==> config.mk <==
export PLATFORM = sky130hd
export DESIGN_NAME = sram_dma_engine_flat
export DESIGN_NICKNAME = d
export VERILOG_FILES = /design/src/rtl/sram_dma_engine_if.sv /design/src/rtl/sram_dma_engine.sv /design/src/flat_wrapper.sv
export SDC_FILE = /design/constraint.sdc
export NUM_CORES = 1
export LEC_CHECK = 0
export CAP_MARGIN = 20
export CORE_ASPECT_RATIO = 1.4
export CORE_MARGIN = 3
export CORE_UTILIZATION = 45
export CTS_BUF_LIST = sky130_fd_sc_hd__clkbuf_8
export DETAILED_ROUTE_END_ITERATION = 10
export DONT_BUFFER_PORTS = 1
export GPL_TIMING_DRIVEN = 0
export HOLD_SLACK_MARGIN = 0.03
export MAX_ROUTING_LAYER = met4
export RECOVER_POWER = 50
export SLEW_MARGIN = 20
export SYNTH_ARGS = -nofsm -noshare
export SYNTH_HDL_FRONTEND = slang
export SYNTH_SLANG_ARGS = --single-unit
export TNS_END_PERCENT = 100
==> constraint.sdc <==
create_clock -name clk -period 5.9 [get_ports clk]
set_input_delay 1.18 -clock clk [delete_from_list [all_inputs] [get_ports clk]]
set_output_delay 1.18 -clock clk [all_outputs]
set_load 0.01 [all_outputs]
==> src/rtl/sram_dma_engine_if.sv <==
// Bus bundle between the DMA engine and its surroundings: CPU DMA command port,
// scratch SRAM port and the external DRAM request/valid port.
interface sram_dma_engine_if #(
    parameter int ADDR_WIDTH = 32,
    parameter int DATA_WIDTH = 32,
    parameter int LEN_WIDTH  = 10,
    parameter int SRAM_AW    = 14
);
    logic [1:0]            dmaCmd;
    logic [ADDR_WIDTH-1:0] dmaSrcAddress;
    logic [ADDR_WIDTH-1:0] dmaDstAddress;
    logic [LEN_WIDTH-1:0]  dmaWidth;
    logic                  stall;

    logic [SRAM_AW-1:0]    sramAddr;
    logic                  sramWriteEnable;
    logic [DATA_WIDTH-1:0] sramWriteData;
    logic [DATA_WIDTH-1:0] sramReadData;

    logic                  dramReq;
    logic                  dramWe;
    logic [ADDR_WIDTH-1:0] dramAddr;
    logic [DATA_WIDTH-1:0] dramWData;
    logic                  dramReady;
    logic                  dramRValid;
    logic [DATA_WIDTH-1:0] dramRData;

    // The engine side drives the memories and the stall line.
    modport master (
        input  dmaCmd, dmaSrcAddress, dmaDstAddress, dmaWidth,
        input  sramReadData, dramReady, dramRValid, dramRData,
        output stall, sramAddr, sramWriteEnable, sramWriteData,
        output dramReq, dramWe, dramAddr, dramWData
    );

    modport slave (
        output dmaCmd, dmaSrcAddress, dmaDstAddress, dmaWidth,
        output sramReadData, dramReady, dramRValid, dramRData,
        input  stall, sramAddr, sramWriteEnable, sramWriteData,
        input  dramReq, dramWe, dramAddr, dramWData
    );
endinterface

==> src/rtl/sram_dma_engine.sv <==
// Block-copy DMA engine between scratch SRAM and external DRAM (either direction);
// holds the CPU pipeline stalled until the copy has completed.
module sram_dma_engine #(
    parameter int ADDR_WIDTH = 32,
    parameter int DATA_WIDTH = 32,
    parameter int LEN_WIDTH  = 10,
    parameter int SRAM_AW    = 14
) (
    input  logic              clk,
    input  logic              reset,
    sram_dma_engine_if.master bus
);
    typedef enum logic [2:0] {
        IDLE, D2S_REQ, D2S_WAIT, D2S_WRITE, S2D_READ, S2D_LATCH, S2D_REQ, DONE
    } state_e;

    localparam logic [1:0]            CMD_D2S    = 2'b01;
    localparam logic [1:0]            CMD_S2D    = 2'b10;
    localparam logic [ADDR_WIDTH-1:0] WORD_BYTES = ADDR_WIDTH'(4);

    state_e                state_q, state_d;
    logic [ADDR_WIDTH-1:0] src_q, src_d;
    logic [ADDR_WIDTH-1:0] dst_q, dst_d;
    logic [LEN_WIDTH-1:0]  rem_q, rem_d;
    logic [DATA_WIDTH-1:0] buf_q, buf_d;
    logic                  last_word;

    assign last_word = (rem_q == LEN_WIDTH'(1));

    // NOTE: sequential state uses non-blocking assignments so every flop sees pre-edge values.
    always_ff @(posedge clk or posedge reset) begin
        if (reset) begin
            state_q <= IDLE;
            src_q   <= '0;
            dst_q   <= '0;
            rem_q   <= '0;
            buf_q   <= '0;
        end else begin
            state_q <= state_d;
            src_q   <= src_d;
            dst_q   <= dst_d;
            rem_q   <= rem_d;
            buf_q   <= buf_d;
        end
    end

    // NOTE: every next-state value and output gets a default first, so no path infers a latch.
    always_comb begin
        state_d             = state_q;
        src_d               = src_q;
        dst_d               = dst_q;
        rem_d               = rem_q;
        buf_d               = buf_q;
        bus.stall           = 1'b0;
        bus.sramAddr        = '0;
        bus.sramWriteEnable = 1'b0;
        bus.sramWriteData   = '0;
        bus.dramReq         = 1'b0;
        bus.dramWe          = 1'b0;
        bus.dramAddr        = '0;
        bus.dramWData       = '0;

        case (state_q)
            IDLE: begin
                // Command 11 is reserved and falls through as a no-op.
                if (bus.dmaCmd == CMD_D2S || bus.dmaCmd == CMD_S2D) begin
                    bus.stall = 1'b1;
                    src_d     = bus.dmaSrcAddress;
                    dst_d     = bus.dmaDstAddress;
                    rem_d     = bus.dmaWidth;
                    if (bus.dmaWidth == '0)        state_d = DONE;
                    else if (bus.dmaCmd == CMD_D2S) state_d = D2S_REQ;
                    else                            state_d = S2D_READ;
                end
            end
            D2S_REQ: begin
                bus.stall    = 1'b1;
                bus.dramReq  = 1'b1;
                bus.dramAddr = src_q;
                if (bus.dramReady) state_d = D2S_WAIT;
            end
            D2S_WAIT: begin
                bus.stall = 1'b1;
                if (bus.dramRValid) begin
                    buf_d   = bus.dramRData;
                    state_d = D2S_WRITE;
                end
            end
            D2S_WRITE: begin
                bus.stall           = 1'b1;
                bus.sramWriteEnable = 1'b1;
                bus.sramAddr        = dst_q[SRAM_AW+1:2];
                bus.sramWriteData   = buf_q;
                src_d               = src_q + WORD_BYTES;
                dst_d               = dst_q + WORD_BYTES;
                rem_d               = rem_q - LEN_WIDTH'(1);
                state_d             = last_word ? DONE : D2S_REQ;
            end
            S2D_READ: begin
                bus.stall    = 1'b1;
                bus.sramAddr = src_q[SRAM_AW+1:2];
                state_d      = S2D_LATCH;
            end
            S2D_LATCH: begin
                // SRAM data for the address presented last cycle is valid now.
                bus.stall = 1'b1;
                buf_d     = bus.sramReadData;
                state_d   = S2D_REQ;
            end
            S2D_REQ: begin
                bus.stall     = 1'b1;
                bus.dramReq   = 1'b1;
                bus.dramWe    = 1'b1;
                bus.dramAddr  = dst_q;
                bus.dramWData = buf_q;
                if (bus.dramReady) begin
                    src_d   = src_q + WORD_BYTES;
                    dst_d   = dst_q + WORD_BYTES;
                    rem_d   = rem_q - LEN_WIDTH'(1);
                    state_d = last_word ? DONE : S2D_READ;
                end
            end
            DONE: begin
                // Stall drops for this single cycle while the CPU retires the instruction.
                state_d = IDLE;
            end
            default: state_d = IDLE;
        endcase
    end
endmodule

==> src/flat_wrapper.sv <==
// flat-port wrapper written by rule: the top's interface ports become plain ports
module sram_dma_engine_flat 
#(
    parameter int ADDR_WIDTH = 32,
    parameter int DATA_WIDTH = 32,
    parameter int LEN_WIDTH  = 10,
    parameter int SRAM_AW    = 14
)
  (clk, reset, bus_dmaCmd, bus_dmaSrcAddress, bus_dmaDstAddress, bus_dmaWidth, bus_sramReadData, bus_dramReady, bus_dramRValid, bus_dramRData, bus_stall, bus_sramAddr, bus_sramWriteEnable, bus_sramWriteData, bus_dramReq, bus_dramWe, bus_dramAddr, bus_dramWData);
  sram_dma_engine_if #(.ADDR_WIDTH(ADDR_WIDTH), .DATA_WIDTH(DATA_WIDTH), .LEN_WIDTH(LEN_WIDTH), .SRAM_AW(SRAM_AW)) bus_i ();
  input  logic clk;
  input  logic reset;
  input wire logic [$bits(bus_i.dmaCmd)-1:0] bus_dmaCmd;
  input wire logic [$bits(bus_i.dmaSrcAddress)-1:0] bus_dmaSrcAddress;
  input wire logic [$bits(bus_i.dmaDstAddress)-1:0] bus_dmaDstAddress;
  input wire logic [$bits(bus_i.dmaWidth)-1:0] bus_dmaWidth;
  input wire logic [$bits(bus_i.sramReadData)-1:0] bus_sramReadData;
  input wire logic [$bits(bus_i.dramReady)-1:0] bus_dramReady;
  input wire logic [$bits(bus_i.dramRValid)-1:0] bus_dramRValid;
  input wire logic [$bits(bus_i.dramRData)-1:0] bus_dramRData;
  output wire logic [$bits(bus_i.stall)-1:0] bus_stall;
  output wire logic [$bits(bus_i.sramAddr)-1:0] bus_sramAddr;
  output wire logic [$bits(bus_i.sramWriteEnable)-1:0] bus_sramWriteEnable;
  output wire logic [$bits(bus_i.sramWriteData)-1:0] bus_sramWriteData;
  output wire logic [$bits(bus_i.dramReq)-1:0] bus_dramReq;
  output wire logic [$bits(bus_i.dramWe)-1:0] bus_dramWe;
  output wire logic [$bits(bus_i.dramAddr)-1:0] bus_dramAddr;
  output wire logic [$bits(bus_i.dramWData)-1:0] bus_dramWData;
  assign bus_i.dmaCmd = bus_dmaCmd;
  assign bus_i.dmaSrcAddress = bus_dmaSrcAddress;
  assign bus_i.dmaDstAddress = bus_dmaDstAddress;
  assign bus_i.dmaWidth = bus_dmaWidth;
  assign bus_i.sramReadData = bus_sramReadData;
  assign bus_i.dramReady = bus_dramReady;
  assign bus_i.dramRValid = bus_dramRValid;
  assign bus_i.dramRData = bus_dramRData;
  assign bus_stall = bus_i.stall;
  assign bus_sramAddr = bus_i.sramAddr;
  assign bus_sramWriteEnable = bus_i.sramWriteEnable;
  assign bus_sramWriteData = bus_i.sramWriteData;
  assign bus_dramReq = bus_i.dramReq;
  assign bus_dramWe = bus_i.dramWe;
  assign bus_dramAddr = bus_i.dramAddr;
  assign bus_dramWData = bus_i.dramWData;
  sram_dma_engine #(.ADDR_WIDTH(ADDR_WIDTH), .DATA_WIDTH(DATA_WIDTH), .LEN_WIDTH(LEN_WIDTH), .SRAM_AW(SRAM_AW)) u_core (.clk(clk), .reset(reset), .bus(bus_i));
endmodule
==> summary.md, run 1 <==
| Metric | Value |
|---|---|
| Die extent in y | ~160 µm |
| Vias per cell | between 6 and 7 |
| Min Tclk post-route | approximately 5.0 ns |
| DRC | 0 |
| Layout cell share with drive strength beyond 1 | roughly 6.7% |
| Die Area | roughly 0.018 mm² |
| Antenna violations before repair | 1 |
| Commonest non-fill, non-tap cell in the layout | dfrtp_1 |
| # IOs | 258 |
| H-Tree Depth | 3 |
| Syn Nets | just over 1000 |
| TritonCTS clock tree | built |
| Final Hold Fails | 0 |
| Initial Util | around 46% |
| Core area | between 0.015 and 0.02 mm² |
| # port buffers | 0 |
| CTS Sinks | 109 |
| Largest net degree at the start of global routing | just under 60 |
| Bufs on Longest Clock Path | 2 |
| Yosys warns | 0 |
| Clk slew on worst S/H paths | between 0.1 and 0.15 ns |
| RSZ-0062 raised after global routing | false |
| Avg Inst Size Synth | approximately 8.3 µm² |
| Kind of critical path | in -> reg |
| Hold_buf cts | 0 |
| CP arrival | around 5.2 ns |
| CTS buffer count | 9 |
| Most frequent cells in the layout | dfrtp_1, nand2_1, o21ai_0, nor2_1, a21oi_1 |
| Area growth syn-to-layout | 6.062% |
| Slew Viols, Final | 67 |
| Drt initial violations | about 700 |
| Post-CTS sizing | 0 |
| #FFs+latches synth | approximately 110 |
| Crit. End Element | flop |
| Synth async-reset ratio | 100.0% |
| Total gr overflow | 0 |
| Top FF cell, synth | dfrtp_1 |
| DR WL/cell | 26.07 µm |
| Crit path launch type | input pin |
| Leakage dissipation | between 3 and 4 nW |
| Vias | about 7400 |
| Max Cap Violations | 2 |
| Hold WC Path Type | reg -> reg |
| GR Util All Layers | a little under a third |
| Post-synth cell types | 60 |
| Row cnt | 54 |
| Status | finished, violations left |
| Number of global-route vias before repair | 7233 |
| Post-DP HPWL | 21410 µm |
| Worst VDD drop | 0.0002696 V |
| Root Buffer | clkbuf_8 |
| Max-slew headroom | -79.53% |
| Mapped Cells | about 870 |
| Cell Area, Synth | just over 0.007 mm² |
| Final setup fails | 0 |
| Pwr dens | between 600 and 700 mW/mm² |
| First-pass GRT wire length | 41920 µm |
| Violated checks | max-capacitance violations, max-slew violations |
| DR pass1 iterations | 6 |
| Worst-path maximum fanout | 10 |
| Min Hold Slack | about 0.5 ns |
| Register area share after synthesis | approximately 38% |
| Final Power | ~0.005 W |
| Final ANT Viol Nets | 0 |
| Clk_lat worst skew | ~0.4 ns |
| WL final | approximately 28000 µm |
| Setup Skew | between 0.02 and 0.025 ns |
| Least-Margin Pin Slew | between 2 and 3 ns |
| Fmax | 0.2016 GHz |
| Post-synth EDFFs | 0 |
| Final nets | 1034 |
| Ratio of final minimum period to clock period | between 80% and 90% |
| Post-CTS setup buffers | 0 |
| Die Wd | ~110 µm |
| Setup TNS | 0 ns |
| Placer Congestion | between 0.9 and 1 |
| WP data required | between 6 and 7 ns |
## worst paths after layout
| check | end | slack (ns) | cells after the start | from |
|---|---|---|---|---|
| setup / recovery | u_core.rem_q[6] | 0.94 | 8 | bus_dmaCmd[1] |
| hold / removal | u_core.dst_q[0] | 0.50 | 2 | u_core.dst_q[0] |
| setup reg to reg | u_core.rem_q[6] | 1.44 | 7 | u_core.state_q[1] |
| hold reg to reg | u_core.dst_q[0] | 0.50 | 2 | u_core.dst_q[0] |
| max in group asynchronous | u_core.buf_q[27] | 3.29 | 1 | reset |
| min in group asynchronous | u_core.dst_q[8] | 1.40 | 1 | reset |
## worst max-delay path: stages
cell and delay (ns):
inv_1 0.02, ha_1 0.32, nor4_1 1.87, a311oi_1 0.67, clkbuf_1 0.45, clkbuf_1 0.38
o21ai_0 0.22, o21ai_0 0.10
## sequential cells by signal, indices dropped and copies added (netlist names)
name	flops
u_core.dst_q	32
u_core.src_q	32
u_core.buf_q	32
u_core.state_q	3
u_core.rem_q	10
## synth_stat cells (4+ instances only)
cell type | count | area [µm²]
nand4_1 | 15 | 93.84
o22ai_1 | 18 | 112.6
buf_1 | 4 | 15.01
and4_1 | 8 | 70.07
a21oi_1 | 57 | 285.3
nor3_1 | 22 | 110.1
o21ai_0 | 67 | 335.3
nand2_1 | 101 | 379.1
a31oi_1 | 8 | 50.05
nor3b_1 | 4 | 30.03
a2bb2oi_1 | 15 | 131.4
or3_1 | 7 | 43.79
buf_4 | 4 | 30.03
and3_1 | 45 | 281.5
ha_1 | 5 | 62.56
a211o_1 | 4 | 35.03
and2_1 | 38 | 237.7
dfrtp_1 | 109 | 2728
mux2i_1 | 33 | 330.3
nor3_2 | 4 | 40.04
nand3_1 | 33 | 165.2
buf_2 | 22 | 110.1
nor2_1 | 60 | 225.2
a22o_1 | 47 | 411.6
a211oi_1 | 7 | 52.55
or2_2 | 4 | 25.02
o22a_1 | 6 | 52.55
inv_1 | 8 | 30.03
a311oi_1 | 14 | 122.6
nor4_1 | 9 | 56.30
clkbuf_1 | 50 | 187.7
## per-stage QoR
step	setup WS, ns	instance area (µm²)	cells	util (%)
after floorplan	1.846	7266	873	-
after global placement	0.4210	7511	1069	47.92
after detailed placement	2.373	7553	1070	48.19
after CTS	1.933	7751	1086	49.45
after global routing	0.9636	7706	1087	49.16
final	0.9406	7706	1087	49.16
## routing by layer
layer	track usage (%)	vias to the layer above	routed length, µm
li1	-	3280	-
met1	35.05	3600	10130
met2	55.40	424	14710
met3	4.836	81	2203
met4	15.46	0	1293
met5	-	-	0
## final cells by class
class | count | area, µm²
diodes | 1 | 2.502
plain buffers | 83 | 362.8
clock buffers | 9 | 123.9
clock inverters | 7 | 73.82
fillers | 1571 | 7969
inverters | 8 | 31.28
multi-input cells | 673 | 4111
flip-flops and latches | 109 | 2728
well taps | 196 | 245.2
repair buffers | 1 | 27.53
## power by group
| group | internal [W] | switching (W) |
|---|---|---|
| combinational | 0.000948 | 0.00194 |
| sequential | 0.00112 | 0.000402 |
| clock | 0.000199 | 0.000286 |
| total | 0.00227 | 0.00263 |
## kinds of logic (layout without fill, tap and decap cells)
family,Yosys count,in the layout,share of synthesized area (%)
mux,33,33,4.546
buf+inv,91,108,5.511
compound gates,270,270,25.37
simple gates,364,364,26.05
fa+ha+maj,5,5,0.8610
flops,109,109,37.54
other cells,0,1,0
xor+xnor,1,1,0.1206
No activity file was read; power rests on OpenSTA's default activity.
==> inputs of run 2 (changes only) <==
Clock period 5.9 ns to 4.8 ns, I/O delays scaled along.
==> run 2 against run 1 <==
- the flow still finishes with violations (max-capacitance violations, max-slew violations)
- largest cell class unchanged
- flip-flop and latch count unchanged
- core utilization decreased by 0.17 points
- die area unchanged
- via count increased by 0.88%
- combinational power increased by 23%
- critical endpoint is now bus_dramAddr[26]
- critical path type is now reg -> out
- sequential share of layout area increased by 0.12 points
- register-to-register slack got worse by 0.13 ns
==> summary.md, run 2 (synthesized netlist as in run 1, its figures left out) <==
| Metric | Value |
|---|---|
| R2R Path End | u_core.rem_q[5] |
| Final Hold Fails | 0 (unchanged) |
| Violated checks | max-capacitance violations, max-slew violations |
| Post-DP HPWL | 21410 µm (unchanged) |
| First-pass GRT wire length | 41920 µm (unchanged) |
| GR Util All Layers | 31.68% (unchanged) |
| TritonCTS clock tree | built |
| # IOs | 258 (unchanged) |
| CTS buffer count | 9 (unchanged) |
| WP data required | 3.84 ns (-2.32 ns) |
| Area growth syn-to-layout | 5.700% |
| Crit. End Element | primary output |
| Least-Margin Pin Slew | 2.572 ns (-0.1065 ns) |
| Setup TNS | 0 ns (unchanged) |
| DRC | 0 (unchanged) |
| Commonest non-fill, non-tap cell in the layout | dfrtp_1 |
| Most frequent cells in the layout | dfrtp_1, nand2_1, o21ai_0, nor2_1 |
| WL final | 28390 µm (+0.18%) |
| Drt initial violations | 768 (+9.2%) |
| Worst hold path depth | 2 (unchanged) |
| Multi-input logic area | 0.004120 mm² (+0.21%) |
| # port buffers | 0 (unchanged) |
| Kind of critical path | reg -> out |
| Hold WC Path Type | reg -> reg |
| Reg-to-Reg Start | u_core.state_q[1] |
| Core area | 0.01568 mm² (unchanged) |
| Final setup fails | 0 (unchanged) |
| Number of global-route vias before repair | 7233 (unchanged) |
| Top Registers | u_core.buf_q x32, u_core.dst_q x32, u_core.src_q x32 |
| Leakage dissipation | 3.343 nW (-0.57%) |
| Hold Crit Start | u_core.dst_q[0] |
| Max Cap Violations | 2 (unchanged) |
| Die Area | 0.01773 mm² (unchanged) |
| Hold_buf cts | 0 (unchanged) |
| Min Tclk post-route | about 3.8 ns |
| DR pass1 iterations | 6 (unchanged) |
| Largest net degree at the start of global routing | 58 (unchanged) |
| Final ANT Viol Nets | 0 (unchanged) |
| Root Buffer | clkbuf_8 |
| Crit-path most repeated cell | clkbuf_1 |
| Clk_lat worst skew | 0.40 ns (about the same) |
| Vias per cell | 6.854 (+0.88%) |
| Total gr overflow | 0 (unchanged) |
| Ratio of final minimum period to clock period | approximately four fifths |
| Antenna violations before repair | 1 (unchanged) |
| Setup Skew | 0.02628 ns (+0.004217 ns) |
| Vias | 7450 (+0.88%) |
| Crit-path cells | clkbuf_1, nor2b_1, buf_2, and2_1, clkbuf_1, clkbuf_1, a22o_1 |
| Post-CTS sizing | 0 (unchanged) |
| Critical path's largest stage delay | 0.56 ns (-1.31 ns) |
| RSZ-0062 raised after global routing | false |
| Pwr dens | 784.7 mW/mm² (+23%) |
| Layout cell share with drive strength beyond 1 | 6.404% (-0.34 points) |
| Worst-path maximum fanout | 10 (unchanged) |
| H-Tree Depth | 3 (unchanged) |
| DR WL/cell | 26.12 µm (+0.18%) |
| Row cnt | 54 (unchanged) |
| CP arrival | 2.87 ns (-2.35 ns) |
| Slowest-stage cell, CP | clkbuf_1 |
| Status | finished, violations left |
| Reg2reg path depth | 7 (unchanged) |
| Filler cell count | 1577 (+0.38%) |
| Initial Util | 46.35% (unchanged) |
| CTS Sinks | 109 (unchanged) |
| Placer Congestion | 0.9314 (unchanged) |
| Die extent in y | 156.3 µm (unchanged) |
| Min-Delay Endpoint | u_core.dst_q[0] |
| Final nets | 1034 (unchanged) |
| Die Wd | 113.4 µm (unchanged) |
| Worst VDD drop | 0.0003322 V (+23%) |
| Post-CTS setup buffers | 0 (unchanged) |
| Clk slew on worst S/H paths | 0.13 ns (about the same) |
| FF-to-FF setup slack | 1.31 ns (-0.13 ns) |
| Final Power | 0.006027 W (+23%) |
| Max-slew headroom | -72.40% (+7.1 points) |
| Slew Viols, Final | 58 (-13%) |
| Bufs on Longest Clock Path | 2 (unchanged) |
| Fmax | 0.2613 GHz |
| Crit path launch type | flop |
| FF+latch area | 0.002728 mm² (unchanged) |
run 2: cell types whose count changed in the layout (fill, tap and decap cells not counted):
cell | before | now
clkbuf_1 | 54 | 57
buf_16 | 1 | 0
buf_2 | 19 | 18
buf_4 | 3 | 2
buf_6 | 2 | 1
clkbuf_2 | 1 | 2
nor4_2 | 2 | 1
nor4_4 | 0 | 1
run 2: report_power, final:
part / internal, W / total, W / switching (W)
registers: 0.00138 / 0.00188 / 0.000493
logic: 0.00115 / 0.00355 / 0.00240
clock network: 0.000245 / 0.000601 / 0.000356
run 2: layout make-up:
cell class / instances / area share [%]
Clock buffer: 9 / 1.613
Tap cell: 196 / 3.193
Antenna cell: 1 / 0.03258
Inverter: 8 / 0.4073
Multi-Input combinational cell: 673 / 53.65
Buffer: 83 / 4.562
Sequential cell: 109 / 35.52
Timing Repair Buffer: 1 / 0.06517
Clock inverter: 7 / 0.9612
run 2: worst max-delay path by stage:
stage                                  from  slack (ns)               end
after CTS                 u_core.state_q[1]        1.05  bus_dramAddr[28]
final                     u_core.state_q[1]        0.97  bus_dramAddr[26]
after floorplan                       reset        0.97   u_core.buf_q[0]
after global routing                  reset        0.76   u_core.rem_q[1]
after detailed placement      bus_dmaCmd[1]        1.49  u_core.src_q[26]
after global placement                reset       -0.46  u_core.src_q[23]
run 2: layer usage:
metal	wire, µm	up-vias	GRT usage, %
li1	-	3279	-
met1	10040	3609	35.05
met2	14670	475	55.40
met3	2357	87	4.836
met4	1318	0	15.46
met5	0	-	-
run 2: stage by stage:
step | std cells | area (µm²) | utilization (%) | hold slack (ns) | setup slack (ns)
after global routing | 1087 | 7680 | 48.99 | 0.5233 | 0.7645
after detailed placement | 1070 | 7553 | 48.19 | 0.4753 | 1.493
after floorplan | 873 | 7266 | - | 0.4461 | 0.9661
after CTS | 1086 | 7751 | 49.45 | 0.4874 | 1.053
after global placement | 1069 | 7511 | 47.92 | 0.4631 | -0.4590
final | 1087 | 7680 | 48.99 | 0.5002 | 0.9732
run 2: critical path: cells and delay by family, from the launching register on:
| kind | cells | cell delay [ns] |
|---|---|---|
| DFF | 1 | 0.33 |
| AOI/OAI and AO/OA | 1 | 0.32 |
| buffers and inverters | 4 | 1.53 |
| and+or+nand+nor | 2 | 0.31 |
